File: src/rtl/sreg_seq_if.sv
// rtl/sreg_seq_if.sv - command and register-file signal bundle for sreg_seq
//
// Purpose: groups the decode-stage command handshake and the scalar
// register-file access lines into one bundle.
// master modport: the sequencer (drives strobes, Addr, RegDataOut, status).
// slave modport : the environment (decode stage plus register file).
//   Start/Op/Dst/Src/Imm  command request and operands
//   RegDataIn             register-file read data
//   Addr/RegDataOut       register-file address and write data
//   RD/WR/WR_l/WR_h       register-file strobes
//   Busy/Done/Err/Result  command status and read result

interface sreg_seq_if;
   logic        Start;
   logic [2:0]  Op;
   logic [2:0]  Dst;
   logic [2:0]  Src;
   logic [15:0] Imm;
   logic [15:0] RegDataIn;
   logic [2:0]  Addr;
   logic [15:0] RegDataOut;
   logic        RD;
   logic        WR;
   logic        WR_l;
   logic        WR_h;
   logic        Busy;
   logic        Done;
   logic        Err;
   logic [15:0] Result;

   modport master (
      input  Start, Op, Dst, Src, Imm, RegDataIn,
      output Addr, RegDataOut, RD, WR, WR_l, WR_h, Busy, Done, Err, Result
   );

   modport slave (
      output Start, Op, Dst, Src, Imm, RegDataIn,
      input  Addr, RegDataOut, RD, WR, WR_l, WR_h, Busy, Done, Err, Result
   );
endinterface

File: src/rtl/sreg_seq.sv
// rtl/sreg_seq.sv - access sequencer for the 8x16 scalar register file
//
// Purpose: accepts one command at a time (NOP, LLB, LHB, WRF, RDR, MOV,
// CLR, reserved) and drives the register-file strobes with WR_HOLD-cycle
// write windows and RD_LAT-cycle read windows, ending each command with a
// one-cycle Done pulse.
// Ports:
//   Clk    single clock, posedge
//   Rst_n  synchronous active-low reset
//   bus    sreg_seq_if.master (command handshake + register-file lines)

module sreg_seq #(
   parameter int WR_HOLD = 2,
   parameter int RD_LAT  = 2
) (
   input logic        Clk,
   input logic        Rst_n,
   sreg_seq_if.master bus
);
   localparam logic [2:0] OP_LLB = 3'd1;
   localparam logic [2:0] OP_LHB = 3'd2;
   localparam logic [2:0] OP_WRF = 3'd3;
   localparam logic [2:0] OP_RDR = 3'd4;
   localparam logic [2:0] OP_MOV = 3'd5;
   localparam logic [2:0] OP_CLR = 3'd6;
   localparam logic [2:0] OP_RSV = 3'd7;

   typedef enum logic [2:0] {IDLE, WRITE, RD_WAIT, WR_BACK, CLR, FIN} state_t;

   state_t      state_q, state_d;
   logic [15:0] cnt_q, cnt_d;
   logic [2:0]  idx_q, idx_d;
   logic [2:0]  op_q, op_d;
   logic [2:0]  dst_q, dst_d;
   logic [2:0]  addr_q, addr_d;
   logic [15:0] wdata_q, wdata_d;
   logic [15:0] result_q, result_d;
   logic        wr_last, rd_last;

   assign wr_last = (cnt_q == 16'(WR_HOLD - 1));
   assign rd_last = (cnt_q == 16'(RD_LAT - 1));

   always_ff @(posedge Clk) begin
      if (!Rst_n) begin
         state_q  <= IDLE;
         cnt_q    <= '0;
         idx_q    <= '0;
         op_q     <= '0;
         dst_q    <= '0;
         addr_q   <= '0;
         wdata_q  <= '0;
         result_q <= '0;
      end else begin
         state_q  <= state_d;
         cnt_q    <= cnt_d;
         idx_q    <= idx_d;
         op_q     <= op_d;
         dst_q    <= dst_d;
         addr_q   <= addr_d;
         wdata_q  <= wdata_d;
         result_q <= result_d;
      end
   end

   always_comb begin
      state_d  = state_q;
      cnt_d    = cnt_q;
      idx_d    = idx_q;
      op_d     = op_q;
      dst_d    = dst_q;
      addr_d   = addr_q;
      wdata_d  = wdata_q;
      result_d = result_q;
      case (state_q)
         // FIN also accepts, so a held Start is taken on the edge ending FIN.
         IDLE, FIN: begin
            state_d = IDLE;
            if (bus.Start) begin
               op_d  = bus.Op;
               dst_d = bus.Dst;
               cnt_d = '0;
               idx_d = '0;
               case (bus.Op)
                  OP_LLB: begin
                     state_d = WRITE;
                     addr_d  = bus.Dst;
                     wdata_d = {8'h00, bus.Imm[7:0]};
                  end
                  OP_LHB: begin
                     state_d = WRITE;
                     addr_d  = bus.Dst;
                     wdata_d = {bus.Imm[7:0], 8'h00};
                  end
                  OP_WRF: begin
                     state_d = WRITE;
                     addr_d  = bus.Dst;
                     wdata_d = bus.Imm;
                  end
                  OP_RDR: begin
                     state_d = RD_WAIT;
                     addr_d  = bus.Dst;
                  end
                  OP_MOV: begin
                     state_d = RD_WAIT;
                     addr_d  = bus.Src;
                  end
                  OP_CLR: begin
                     state_d = CLR;
                     addr_d  = '0;
                     wdata_d = '0;
                  end
                  default: state_d = FIN;
               endcase
            end
         end
         WRITE, WR_BACK: begin
            if (wr_last) begin
               state_d = FIN;
               cnt_d   = '0;
            end else begin
               cnt_d = cnt_q + 16'd1;
            end
         end
         RD_WAIT: begin
            if (rd_last) begin
               cnt_d    = '0;
               result_d = bus.RegDataIn;
               if (op_q == OP_MOV) begin
                  // Write-back data comes straight from the read bus so WR
                  // can rise in the cycle right after RD drops.
                  state_d = WR_BACK;
                  addr_d  = dst_q;
                  wdata_d = bus.RegDataIn;
               end else begin
                  state_d = FIN;
               end
            end else begin
               cnt_d = cnt_q + 16'd1;
            end
         end
         CLR: begin
            if (wr_last) begin
               cnt_d = '0;
               idx_d = idx_q + 3'd1;
               // Addr keeps index 7 after the sweep rather than wrapping.
               if (idx_q == 3'd7) begin
                  state_d = FIN;
               end else begin
                  addr_d = idx_q + 3'd1;
               end
            end else begin
               cnt_d = cnt_q + 16'd1;
            end
         end
         default: state_d = IDLE;
      endcase
   end

   assign bus.Addr       = addr_q;
   assign bus.RegDataOut = wdata_q;
   assign bus.RD         = (state_q == RD_WAIT);
   assign bus.WR         = (state_q == WR_BACK) || (state_q == CLR) ||
                           ((state_q == WRITE) && (op_q == OP_WRF));
   assign bus.WR_l       = (state_q == WRITE) && (op_q == OP_LLB);
   assign bus.WR_h       = (state_q == WRITE) && (op_q == OP_LHB);
   assign bus.Busy       = (state_q != IDLE) && (state_q != FIN);
   assign bus.Done       = (state_q == FIN);
   assign bus.Err        = (state_q == FIN) && (op_q == OP_RSV);
   assign bus.Result     = result_q;
endmodule
File: src/flat_wrapper.sv
// flat-port wrapper written by rule: the top's interface ports become plain ports
module sreg_seq_flat 
#(
   parameter int WR_HOLD = 2,
   parameter int RD_LAT  = 2
)
  (Clk, Rst_n, bus_Start, bus_Op, bus_Dst, bus_Src, bus_Imm, bus_RegDataIn, bus_Addr, bus_RegDataOut, bus_RD, bus_WR, bus_WR_l, bus_WR_h, bus_Busy, bus_Done, bus_Err, bus_Result);
  sreg_seq_if bus_i ();
  input logic Clk;
  input logic Rst_n;
  input wire logic [$bits(bus_i.Start)-1:0] bus_Start;
  input wire logic [$bits(bus_i.Op)-1:0] bus_Op;
  input wire logic [$bits(bus_i.Dst)-1:0] bus_Dst;
  input wire logic [$bits(bus_i.Src)-1:0] bus_Src;
  input wire logic [$bits(bus_i.Imm)-1:0] bus_Imm;
  input wire logic [$bits(bus_i.RegDataIn)-1:0] bus_RegDataIn;
  output wire logic [$bits(bus_i.Addr)-1:0] bus_Addr;
  output wire logic [$bits(bus_i.RegDataOut)-1:0] bus_RegDataOut;
  output wire logic [$bits(bus_i.RD)-1:0] bus_RD;
  output wire logic [$bits(bus_i.WR)-1:0] bus_WR;
  output wire logic [$bits(bus_i.WR_l)-1:0] bus_WR_l;
  output wire logic [$bits(bus_i.WR_h)-1:0] bus_WR_h;
  output wire logic [$bits(bus_i.Busy)-1:0] bus_Busy;
  output wire logic [$bits(bus_i.Done)-1:0] bus_Done;
  output wire logic [$bits(bus_i.Err)-1:0] bus_Err;
  output wire logic [$bits(bus_i.Result)-1:0] bus_Result;
  assign bus_i.Start = bus_Start;
  assign bus_i.Op = bus_Op;
  assign bus_i.Dst = bus_Dst;
  assign bus_i.Src = bus_Src;
  assign bus_i.Imm = bus_Imm;
  assign bus_i.RegDataIn = bus_RegDataIn;
  assign bus_Addr = bus_i.Addr;
  assign bus_RegDataOut = bus_i.RegDataOut;
  assign bus_RD = bus_i.RD;
  assign bus_WR = bus_i.WR;
  assign bus_WR_l = bus_i.WR_l;
  assign bus_WR_h = bus_i.WR_h;
  assign bus_Busy = bus_i.Busy;
  assign bus_Done = bus_i.Done;
  assign bus_Err = bus_i.Err;
  assign bus_Result = bus_i.Result;
  sreg_seq #(.WR_HOLD(WR_HOLD), .RD_LAT(RD_LAT)) u_core (.Clk(Clk), .Rst_n(Rst_n), .bus(bus_i));
endmodule
File: config.mk
export PLATFORM = sky130hd
export DESIGN_NAME = sreg_seq_flat
export DESIGN_NICKNAME = d
export VERILOG_FILES = /design/src/rtl/sreg_seq_if.sv /design/src/rtl/sreg_seq.sv /design/src/flat_wrapper.sv
export SDC_FILE = /design/constraint.sdc
export NUM_CORES = 1
export LEC_CHECK = 0
export CAP_MARGIN = 20
export CORE_MARGIN = 3
export CORE_UTILIZATION = 31
export DETAILED_ROUTE_END_ITERATION = 10
export PLACE_DENSITY = 0.67
export SLEW_MARGIN = 25
export SYNTH_ARGS = -nofsm -noshare
export SYNTH_HDL_FRONTEND = slang
export SYNTH_SLANG_ARGS = --single-unit
File: constraint.sdc
create_clock -name Clk -period 5.41 [get_ports Clk]
set_input_delay 0.541 -clock Clk [delete_from_list [all_inputs] [get_ports Clk]]
set_output_delay 0.541 -clock Clk [all_outputs]
set_load 0.1 [all_outputs]
* Word-level counts from Yosys, hierarchy flattened
Cells that the tools add are included.
Storage, ports and cells: register bits 63, latch bits 0, bits in writable memories 0, ROM bits 0, input port bits 44, output and inout port bits 42, logic and storage cells 90, memories kept 0
Operators by class: add/subtract/negate cells 2, multiply operators 0, div/mod/pow operators 0, order comparisons 0, equal/unequal tests 28, shift operators 0, muxes and demuxes 26, bitwise logic cells 0, reduce and logical (&&, ||, !) cells 26
Operators with widths (count):
- two-way mux 16 bit | 5
- one-hot mux 16 bit (2 select lines) | 2
- one-hot mux 16 bit (4 select lines) | 1
- two-way mux 3 bit | 13
- one-hot mux 3 bit (3 select lines) | 3
- == test 3 bit, second input constant | 8
- == test 3 x 2 -> 1 bit, second input constant | 6
- adder 16 x 1 -> 16 bit, second input constant | 1
- == test 16 x 1 -> 1 bit, second input constant | 1
- one-hot mux 3 bit (4 select lines) | 1
- != test 2 x 1 -> 1 bit, second input constant | 5
- == test 3 x 1 -> 1 bit, second input constant | 3
- OR reduction 4 bit | 2
- AND reduction 7 bit | 1
- one-hot mux 3 bit (2 select lines) | 1
- AND reduction 2 bit | 3
- nonzero test 2 bit | 3
- nonzero test 3 bit | 2
- OR reduction 2 bit | 3
- logical AND 1 bit | 5
- != test 5 bit, second input constant | 1
- AND reduction 5 bit | 1
- != test 2 bit, second input constant | 2
- != test 4 bit, second input constant | 1
- 7 further kinds | 8

* Depth between registers and ports, before layout
word-level depth 5, depth in mapped cells 10

* Worst setup path before layout
OpenSTA, ideal clock, no wires.
kind register to output, start register u_core.state_q[0], end output bus_WR_l, data arrival time 3.488 ns, required time 4.869 ns, setup slack 1.381 ns, cell stages (with the launch flop) 5, path buffers 1, path through dfxtp_1 > buf_6 > nor2b_1 > nand2_1 > nor4_1
On the way: longest elaborated chain between the ends 2
RTL lines:
- from (decl) | line sreg_seq.sv:30 | state_t state_q, state_d;
- from (signal assigned) | line sreg_seq.sv:54 | state_q <= state_d;
- == test 3 x 1 -> 1 bit | line sreg_seq.sv:164 | assign bus.WR_l = (state_q == WRITE) && (op_q == OP_LLB);
- logical AND 1 bit | line sreg_seq.sv:164
- to (decl) | line flat_wrapper.sv:21 | output wire logic [$bits(bus_i.WR_l)-1:0] bus_WR_l;
No other way between the ends.

* Final worst setup path
start register u_core.state_q[1], end output bus_RD
On the way: longest elaborated chain between the ends 1
RTL lines:
- == test 3 x 2 -> 1 bit | line sreg_seq.sv:161 | assign bus.RD = (state_q == RD_WAIT);
- to (decl) | line flat_wrapper.sv:19 | output wire logic [$bits(bus_i.RD)-1:0] bus_RD;
No other way between the ends.

==> flow_summary.ini <==
[setup_path]
cp.arrival_ps = 3140
required_ps = 4870
cp_max_fo = 29
cp-start-kind = flop
critPathCaptureType = output port
crit_type = flop to output port

[sta]
slew_headroom = 0.335
final.setup.tns_ps = 0
max_freq_mhz = 272
setup_ws_ps = 1730
holdWs_ps = 460
min_period_over_period = 0.680
finClkSkew_ps = 8.70
worst_pin_slew_ps = 995
grt_setup_unrepaired = false
slew_violations = 0
min_period_ps = 3680
setup_viol = 0
timing_hold_violations_final = 0

[floorplanning]
fp.dieW_um = 110
core-area_um2 = 10400
num_rows = 37
design.die.area_um2 = 12100
start_util = 0.321
ioPinCount = 86
die_h_um = 110

[yosys]
synth_area_leaders = dfxtp_1 38%, nand2_1 6.6%, a21oi_1 6.4%
synthFlopType = dfxtp_1
synth_top_family_by_area = simple AND/OR/NAND/NOR gates
ys_warn_count = 0
avgSynthCellArea_um2 = 8.33
netlist_area_um2 = 3340
synth_top_area_share = 0.377
synthAdderAreaFrac = 0.0150
synth_area_leader_cell = dfxtp_1
synth.net_count = 449
synth_edf_count = 0
synthSimpleGateAreaFrac = 0.279
synth_compound_area_frac = 0.185
yosysUniqueCellTypes = 58
synth-seq-cells = 63
muxShareOfSynthArea = 0.0479
synth_xor_area_frac = 0.0367
ys_async_sr_fraction = 0
netlist_instances = 401
synth-seq-area-share = 0.377

[global_routing]
grt-ovfl-total = 0
grt_use_total = 0.162
grt_pass1_vias = 3045
grt_max_degree = 30
antenna_found_initial = 0
grt_pass1_wl_um = 15200

[route]
vias = 3084
firstDrtPassIters = 4
post_drt_wl_per_cell_um = 15.7
wl_um = 9510
dr.first_iter.drc_count = 131
drc = 0
vias_per_cell = 5.10
ant_nets = 0

[clock_network]
cts_tree = done
htreeDepth = 3
cts_setup_buffers = 0
numCtsBuffers = 9
cts_buffer_depth = 2
cts_root_buf = clkbuf_8
clock-sinks = 63
holdBufCountCts = 0
post_cts_resized = 0
clk_pin_slew_worst_paths_ps = 70
clk_latency_ps = 340

[power_and_ir_drop]
power.density_nw_per_um2 = 487
peakVddDrop_mv = 0.276
p_leak_nw = 1.61

[layout]
n_antenna_cell = 0
final_util = 0.419
drive_above_1_share = 0.0768
layout_common_cells = 85 x clkdlybuf4s50_1, 63 x dfxtp_1, 59 x nand2_1, 43 x a21oi_1, 30 x nor2_1
final_common_cell = clkdlybuf4s50_1
final_nets = 514
fillers = 1057
syn_to_final_growth_pct = 30.7

[place]
io_buffers = 85
place_hpwl_um = 7060
dpl_worst_slack_ps = 2100
place.gp.congestion = 0.840

[run_status]
status = finished, final reports clean

[job]
max_cap_viol_count = 0

[hold_path]
hold_class = flop to flop
==> flip-flops by register name, summed over array words and instances (netlist names) <==
| signal | cells |
|---|---|
| u_core.bus.RegDataOut | 16 |
| u_core.idx_q | 3 |
| u_core.bus.Result | 16 |
| u_core.dst_q | 3 |
| u_core.bus.Addr | 3 |
| u_core.cnt_q | 16 |
| u_core.state_q | 3 |
| u_core.op_q | 3 |
==> metrics by stage <==
stage | cells | total power [mW] | area [um2]
3_3_place_gp | 591 | 1.75 | 4200
5_1_grt | 605 | 2.23 | 4370
6_report | 605 | 2.13 | 4370
2_1_floorplan | 401 | 1.55 | 3340
4_1_cts | 605 | 2.14 | 4360
3_5_place_dp | 591 | 1.77 | 4200
==> cell type report <==
type,count,area [um2],share of cell area
clock buffer,13,159,0.0364
clock inverter,1,5.00,0.00115
inverter,7,27.5,0.00630
multi-input combinational,299,1890,0.432
sequential,63,1260,0.289
tap,136,170,0.0390
timing repair buffer,86,858,0.197
==> where the power goes <==
group / internal, mW / switching, mW
clock network: 0.186 / 0.172
logic: 0.332 / 0.834
registers: 0.539 / 0.0634
==> worst max-delay path, stage by stage (launching register included) <==
cell	delay, ps
dfxtp_1	520
or3b_1	650
clkinv_2	390
clkdlybuf4s50_1	1210
==> synthesized netlist by cell type, types with 2 or more instances <==
| cell | n |
|---|---|
| ha_1 | 4 |
| nand2_1 | 59 |
| mux2i_1 | 16 |
| dfxtp_1 | 63 |
| nand3_1 | 27 |
| nand2b_1 | 4 |
| buf_1 | 2 |
| buf_4 | 2 |
| nand4b_1 | 5 |
| nor4_1 | 2 |
| buf_2 | 10 |
| xnor2_1 | 2 |
| or3_1 | 3 |
| nor3_1 | 11 |
| nor2_1 | 30 |
| o211a_1 | 8 |
| nor2b_1 | 3 |
| a31oi_1 | 4 |
| and2_1 | 4 |
| xor2_1 | 12 |
| clkbuf_1 | 14 |
| a21oi_1 | 43 |
| and3_1 | 7 |
| a311oi_2 | 8 |
| buf_6 | 4 |
| or3b_1 | 2 |
| inv_1 | 5 |
| nand4_1 | 8 |
| o21ai_0 | 10 |
==> final timing paths <==
kind	startpoint	endpoint	slack [ps]	cells past startpoint
worst max register to register	u_core.state_q[2]$_SDFFE_PN0P_	u_core.bus.RegDataOut[6]$_SDFFE_PN0P_	2360	5
worst max-delay path	u_core.state_q[1]$_SDFFE_PN0P_	bus_RD	1730	3
worst min-delay path	u_core.bus.Result[0]$_SDFFE_PN0P_	u_core.bus.Result[0]$_SDFFE_PN0P_	460	2
worst min register to register	u_core.bus.Result[0]$_SDFFE_PN0P_	u_core.bus.Result[0]$_SDFFE_PN0P_	460	2
==> logic make-up (layout without fill, tap and decap cells) <==
group	Yosys count	count (layout)
AND/OR/NAND/NOR	179	179
adder cells (fa/ha/maj)	4	4
flip-flops	63	63
AO/OA/AOI/OAI	86	86
multiplexers	16	16
buffers and inverters	39	107
XOR/XNOR	14	14
==> routing by layer <==
metal / up-vias / part of all wire / GRT usage
met5: - / 0 / 0
met3: 8 / 0.073 / 0.0517
met4: 0 / 0.0096 / 0.0481
met2: 97 / 0.50 / 0.279
li1: 1547 / - / -
met1: 1432 / 0.42 / 0.192
No activity file was read; power rests on OpenSTA's default activity.
